$ cat config.mk
export PLATFORM = sky130hd
export DESIGN_NAME = rv32i_instr_encoder
export DESIGN_NICKNAME = d
export VERILOG_FILES = /design/src/rtl/rv32i_instr_encoder.sv
export SDC_FILE = /design/constraint.sdc
export NUM_CORES = 1
export LEC_CHECK = 0
export ABC_AREA = 0
export CORE_MARGIN = 2
export CORE_UTILIZATION = 52
export CTS_CLUSTER_SIZE = 28
export DETAILED_ROUTE_END_ITERATION = 8
export PLACE_DENSITY = 0.86
export SLEW_MARGIN = 10
export SYNTH_ARGS = -nofsm -noshare
export SYNTH_HDL_FRONTEND = slang
export SYNTH_SLANG_ARGS = --single-unit
$ cat constraint.sdc
create_clock -name clock -period 8.8 [get_ports clock]
set_input_delay 1.32 -clock clock [delete_from_list [all_inputs] [get_ports clock]]
set_output_delay 1.32 -clock clock [all_outputs]
set_load 0.01 [all_outputs]
$ cat src/rtl/rv32i_instr_encoder.sv
// rv32i_instr_encoder: packs decoded RV32I fields into instruction words with sequential addresses.
// Two-stage valid/ready pipeline; illegal bundles are dropped in S1 and flagged.
module rv32i_instr_encoder #(
    parameter logic [31:0] BASE_ADDR = 32'h0100_0000,
    parameter bit          CHECK_IMM = 1'b1
) (
    input  logic        clock,
    input  logic        reset,
    input  logic        in_valid,
    output logic        in_ready,
    input  logic [6:0]  op,
    input  logic [4:0]  rd,
    input  logic [4:0]  rs1,
    input  logic [4:0]  rs2,
    input  logic [2:0]  funct3,
    input  logic [6:0]  funct7,
    input  logic [31:0] imm,
    input  logic [4:0]  shamt,
    output logic        out_valid,
    input  logic        out_ready,
    output logic [31:0] out_data,
    output logic [31:0] out_addr,
    output logic        err_pulse,
    output logic        err_sticky,
    output logic [15:0] word_count
);
    logic        s1_valid, s1_legal, s1_adv, xfer, legal;
    logic [31:0] s1_word, word;
    logic        i_ok, b_ok, j_ok, u_ok, shift, sh_ok;

    assign i_ok  = !CHECK_IMM || &imm[31:11] || ~|imm[31:11];
    assign b_ok  = !CHECK_IMM || ((&imm[31:12] || ~|imm[31:12]) && !imm[0]);
    assign j_ok  = !CHECK_IMM || ((&imm[31:20] || ~|imm[31:20]) && !imm[0]);
    assign u_ok  = !CHECK_IMM || ~|imm[11:0];
    assign shift = funct3 == 3'b001 || funct3 == 3'b101;
    assign sh_ok = funct7 == 7'b0000000 || (funct7 == 7'b0100000 && funct3 == 3'b101);

    always_comb begin
        word  = '0;
        legal = 1'b0;
        case (op)
            7'b0110011: begin
                word  = {funct7, rs2, rs1, funct3, rd, op};
                legal = 1'b1;
            end
            7'b0000011, 7'b1100111: begin
                word  = {imm[11:0], rs1, funct3, rd, op};
                legal = i_ok;
            end
            7'b0010011: begin
                word  = shift ? {funct7, shamt, rs1, funct3, rd, op} : {imm[11:0], rs1, funct3, rd, op};
                legal = shift ? sh_ok : i_ok;
            end
            7'b0100011: begin
                word  = {imm[11:5], rs2, rs1, funct3, imm[4:0], op};
                legal = i_ok;
            end
            7'b1100011: begin
                word  = {imm[12], imm[10:5], rs2, rs1, funct3, imm[4:1], imm[11], op};
                legal = b_ok;
            end
            7'b0110111, 7'b0010111: begin
                word  = {imm[31:12], rd, op};
                legal = u_ok;
            end
            7'b1101111: begin
                word  = {imm[20], imm[10:1], imm[11], imm[19:12], rd, op};
                legal = j_ok;
            end
            7'b1110011: begin
                word  = {imm[11:0], 13'b0, op};
                legal = ~|imm[31:1];
            end
            default: ;
        endcase
    end

    // An illegal bundle always leaves S1 so it never stalls the stream behind it.
    assign xfer     = out_valid && out_ready;
    assign s1_adv   = s1_valid && (!s1_legal || !out_valid || out_ready);
    assign in_ready = !s1_valid || s1_adv;

    always_ff @(posedge clock or posedge reset) begin
        if (reset) begin
            s1_valid   <= 1'b0;
            s1_legal   <= 1'b0;
            s1_word    <= '0;
            out_valid  <= 1'b0;
            out_data   <= '0;
            out_addr   <= BASE_ADDR;
            err_pulse  <= 1'b0;
            err_sticky <= 1'b0;
            word_count <= '0;
        end else begin
            if (in_ready) begin
                s1_valid <= in_valid;
                s1_legal <= legal;
                s1_word  <= word;
            end
            if (s1_adv && s1_legal) begin
                out_valid <= 1'b1;
                out_data  <= s1_word;
            end else if (xfer) begin
                out_valid <= 1'b0;
            end
            err_pulse <= s1_valid && !s1_legal;
            if (s1_valid && !s1_legal)
                err_sticky <= 1'b1;
            if (xfer) begin
                out_addr   <= out_addr + 32'd4;
                word_count <= &word_count ? word_count : word_count + 16'd1;
            end
        end
    end
endmodule
==> reports/summary.txt <==
Seq. cell area -> 2880 µm²
clk_skew -> 0.0123 ns
post-DP HPWL -> 10,800 µm
final hold violations -> 0
Yosys top cell area share -> 51.9%
Critical Path RT -> 7.48 ns
diode count -> 0
CTS tree -> yes
DIE WIDTH -> 107 µm
M1 WL -> 6330 µm
layout cell share with drive strength beyond 1 -> 12.1%
Cells after Synth -> 522
Max Fclk -> 0.219 GHz
CTS Buf Count -> 17
Worst Path Buf+Inv -> 4
CTS root buffer -> clkbuf_8
unrepaired setup endpoints after global routing -> no
Area contributors post-synth -> dfrtp_1 52%, mux2_2 6.6%, xnor2_1 4.6%
Worst-Skew Late Latency -> 0.52 ns
critical path endpoint category -> output port
synthesis-to-finish area growth -> 40.8%
num ports -> 157
wire per inst -> 18.3 µm
Critical Path AT -> 3.25 ns
status -> completed
first-pass GRT wire length -> 24,600 µm
Core Area -> 10,300 µm²
Synth area leader -> dfrtp_1
Async SR Flop Fraction -> 100%
crit path launch type -> input pin
Post-CTS Resized -> 0
worst-path fanout max -> 32
critical path depth -> 6
EDFF count, synth -> 0
ys flop type -> dfrtp_1
metal2 WL -> 7200 µm
Mapped Area -> 5500 µm²
Hold Path Class -> reg2reg
maximum number of pins on one net before global-route repair -> 67
clock transition at the registers of the reported paths -> 0.05 ns
Synth cell types -> 57
Slew @ Worst Pin -> 1.04 ns
worst-case reg-to-reg path depth -> 8
area of the multi-input gates -> 2460 µm²
fin nets -> 749
GRT Total Usage -> 27.7%
# Max-Cap Violations -> 0
hold path depth -> 1
starting density of the core -> 53.5%
vias in the first global route -> 4,821
H-tree depth -> 4
die height -> 107 µm
drt first pass iters -> 5
synthesized flop and latch total -> 115
family with the most delay on the worst path -> buffers and inverters
Ys Warns -> 0
cell mode on critical path -> clkdlybuf4s50_1
setup TNS -> 0 ns
global placement routability congestion -> 0.921
highest metal used -> met4
DRC Markers -> 0
Port Buffers -> 154
most instantiated cells after synthesis -> 114 x dfrtp_1, 54 x nand2_1, 38 x nor2_1
CTS Hold Bufs -> 0
total global routing overflow -> 0
routed vias -> 4,768
die area -> 11,400 µm²
PnR Total Power -> 1.36 mW
CTS Buffer Depth -> 2
number of DRC markers in iteration 0 -> 398
leak pwr -> 3.30 nW
Vias/cell -> 5.79
clk sinks -> 115
CP max stage delay -> 0.62 ns
fillcell total -> 715
Cell Chain, Critical Path -> clkdlybuf4s50_1 > nand2b_1 > nor2_2 > buf_4 > inv_2 > clkdlybuf4s50_1
syn avg cell area -> 10.5 µm²
slew margin rel. -> 30.5%
final worst path period need -> 4.57 ns
CP Class -> in2out
CP max stage cell -> clkdlybuf4s50_1
row count -> 37
Post CTS Setup Buffer Count -> 0
total routed wirelength -> 15,000 µm
worst-case vdd ir drop -> 114 µV
met3 routed WL -> 1120 µm
post-route ant nets -> 0
ratio of final minimum period to clock period -> 51.9%
# setup viols final -> 0
sequential share of the synthesized area -> 52.4%
max-slew violations -> 0
pwr/cell area -> 176 nW/µm²
most common cell in the synthesized netlist -> dfrtp_1
initial antenna violation count -> 0
-- cells in the final DEF (no fill, tap or decap), types with 4 or more instances in the layout --
| cell | Yosys | routed |
|---|---|---|
| dfrtp_1 | 114 | 114 |
| a222oi_1 | 6 | 6 |
| clkbuf_16 | 0 | 16 |
| nor3_1 | 14 | 14 |
| mux2_2 | 32 | 32 |
| bufinv_16 | 0 | 4 |
| a221oi_1 | 7 | 7 |
| o21ai_0 | 21 | 21 |
| xor2_1 | 17 | 17 |
| nor4_1 | 12 | 12 |
| or2_2 | 7 | 7 |
| nand3_1 | 16 | 16 |
| a21oi_1 | 8 | 8 |
| nor2_1 | 38 | 37 |
| inv_1 | 14 | 13 |
| xnor2_1 | 29 | 29 |
| a211oi_1 | 10 | 10 |
| clkinv_2 | 0 | 4 |
| nand4_1 | 20 | 20 |
| nand2_1 | 54 | 54 |
| nand2b_1 | 6 | 6 |
| a221o_1 | 4 | 4 |
| or4_1 | 4 | 4 |
| a22oi_1 | 12 | 12 |
| nor2b_1 | 5 | 4 |
| clkdlybuf4s50_1 | 0 | 154 |
-- where the power goes --
part | internal, mW | leakage [nW] | total (mW) | switching [mW]
clock | 0.472 | 0.295 | 0.705 | 0.233
combinational | 0.0555 | 1.45 | 0.107 | 0.0518
sequential | 0.538 | 1.56 | 0.549 | 0.0110
-- metrics by stage --
stage | worst slack [ns] | hold slack [ns] | std cells | cell area, µm² | util (%)
final | 4.23 | 0.439 | 823 | 7740 | 75.3
after global placement | 4.25 | 0.420 | 791 | 7130 | 69.4
after floorplan | 4.44 | 0.409 | 523 | 5500 | -
after CTS | 4.24 | 0.440 | 823 | 7740 | 75.3
after detailed placement | 4.25 | 0.433 | 791 | 7130 | 69.4
after global routing | 4.14 | 0.464 | 823 | 7740 | 75.3
-- routing by layer --
layer	GRT usage (%)	vias to the layer above
met3	6.63	38
met2	43.6	261
met5	0	-
met1	36.7	2265
li1	-	2204
met4	12.5	0
-- cells by family (layout without fill, tap and decap cells) --
logic type      count (synthesis)  after routing  synth area share [%]
other cells                     1              2                0.0682
xor+xnor                       46             46                  7.33
flops                         115            115                  52.4
fa+ha+maj                       2              2                 0.455
mux                            33             33                  6.76
compound gates                 90             90                  11.6
simple gates                  195            195                  18.4
buf+inv                        40            204                  3.00
-- path summary, 6_finish.rpt --
kind / start / end / slack (ns)
max: out_ready / in_ready / 4.23
min: s1_legal / err_pulse / 0.44
max reg2reg: out_valid / s1_word[21] / 6.24
min reg2reg: s1_legal / err_pulse / 0.44
max in group asynchronous: reset / out_data[25] / 6.32
min in group asynchronous: reset / out_addr[22] / 1.23
-- final cells by class --
class	count	area share [%]
timing repair buffer	157	20.2
tap	136	2.20
sequential	115	37.2
clock inverter	10	2.00
clock buffer	22	5.85
multi-input combinational	368	31.8
inverter	15	0.760
-- state kept, by name, indices dropped and copies added, names as in the netlist --
register and count:
out_data 32, s1_word 32, out_addr 30, word_count 16
err_pulse 1, err_sticky 1, out_valid 1, s1_legal 1
s1_valid 1
(Power assumes the default switching activity.)
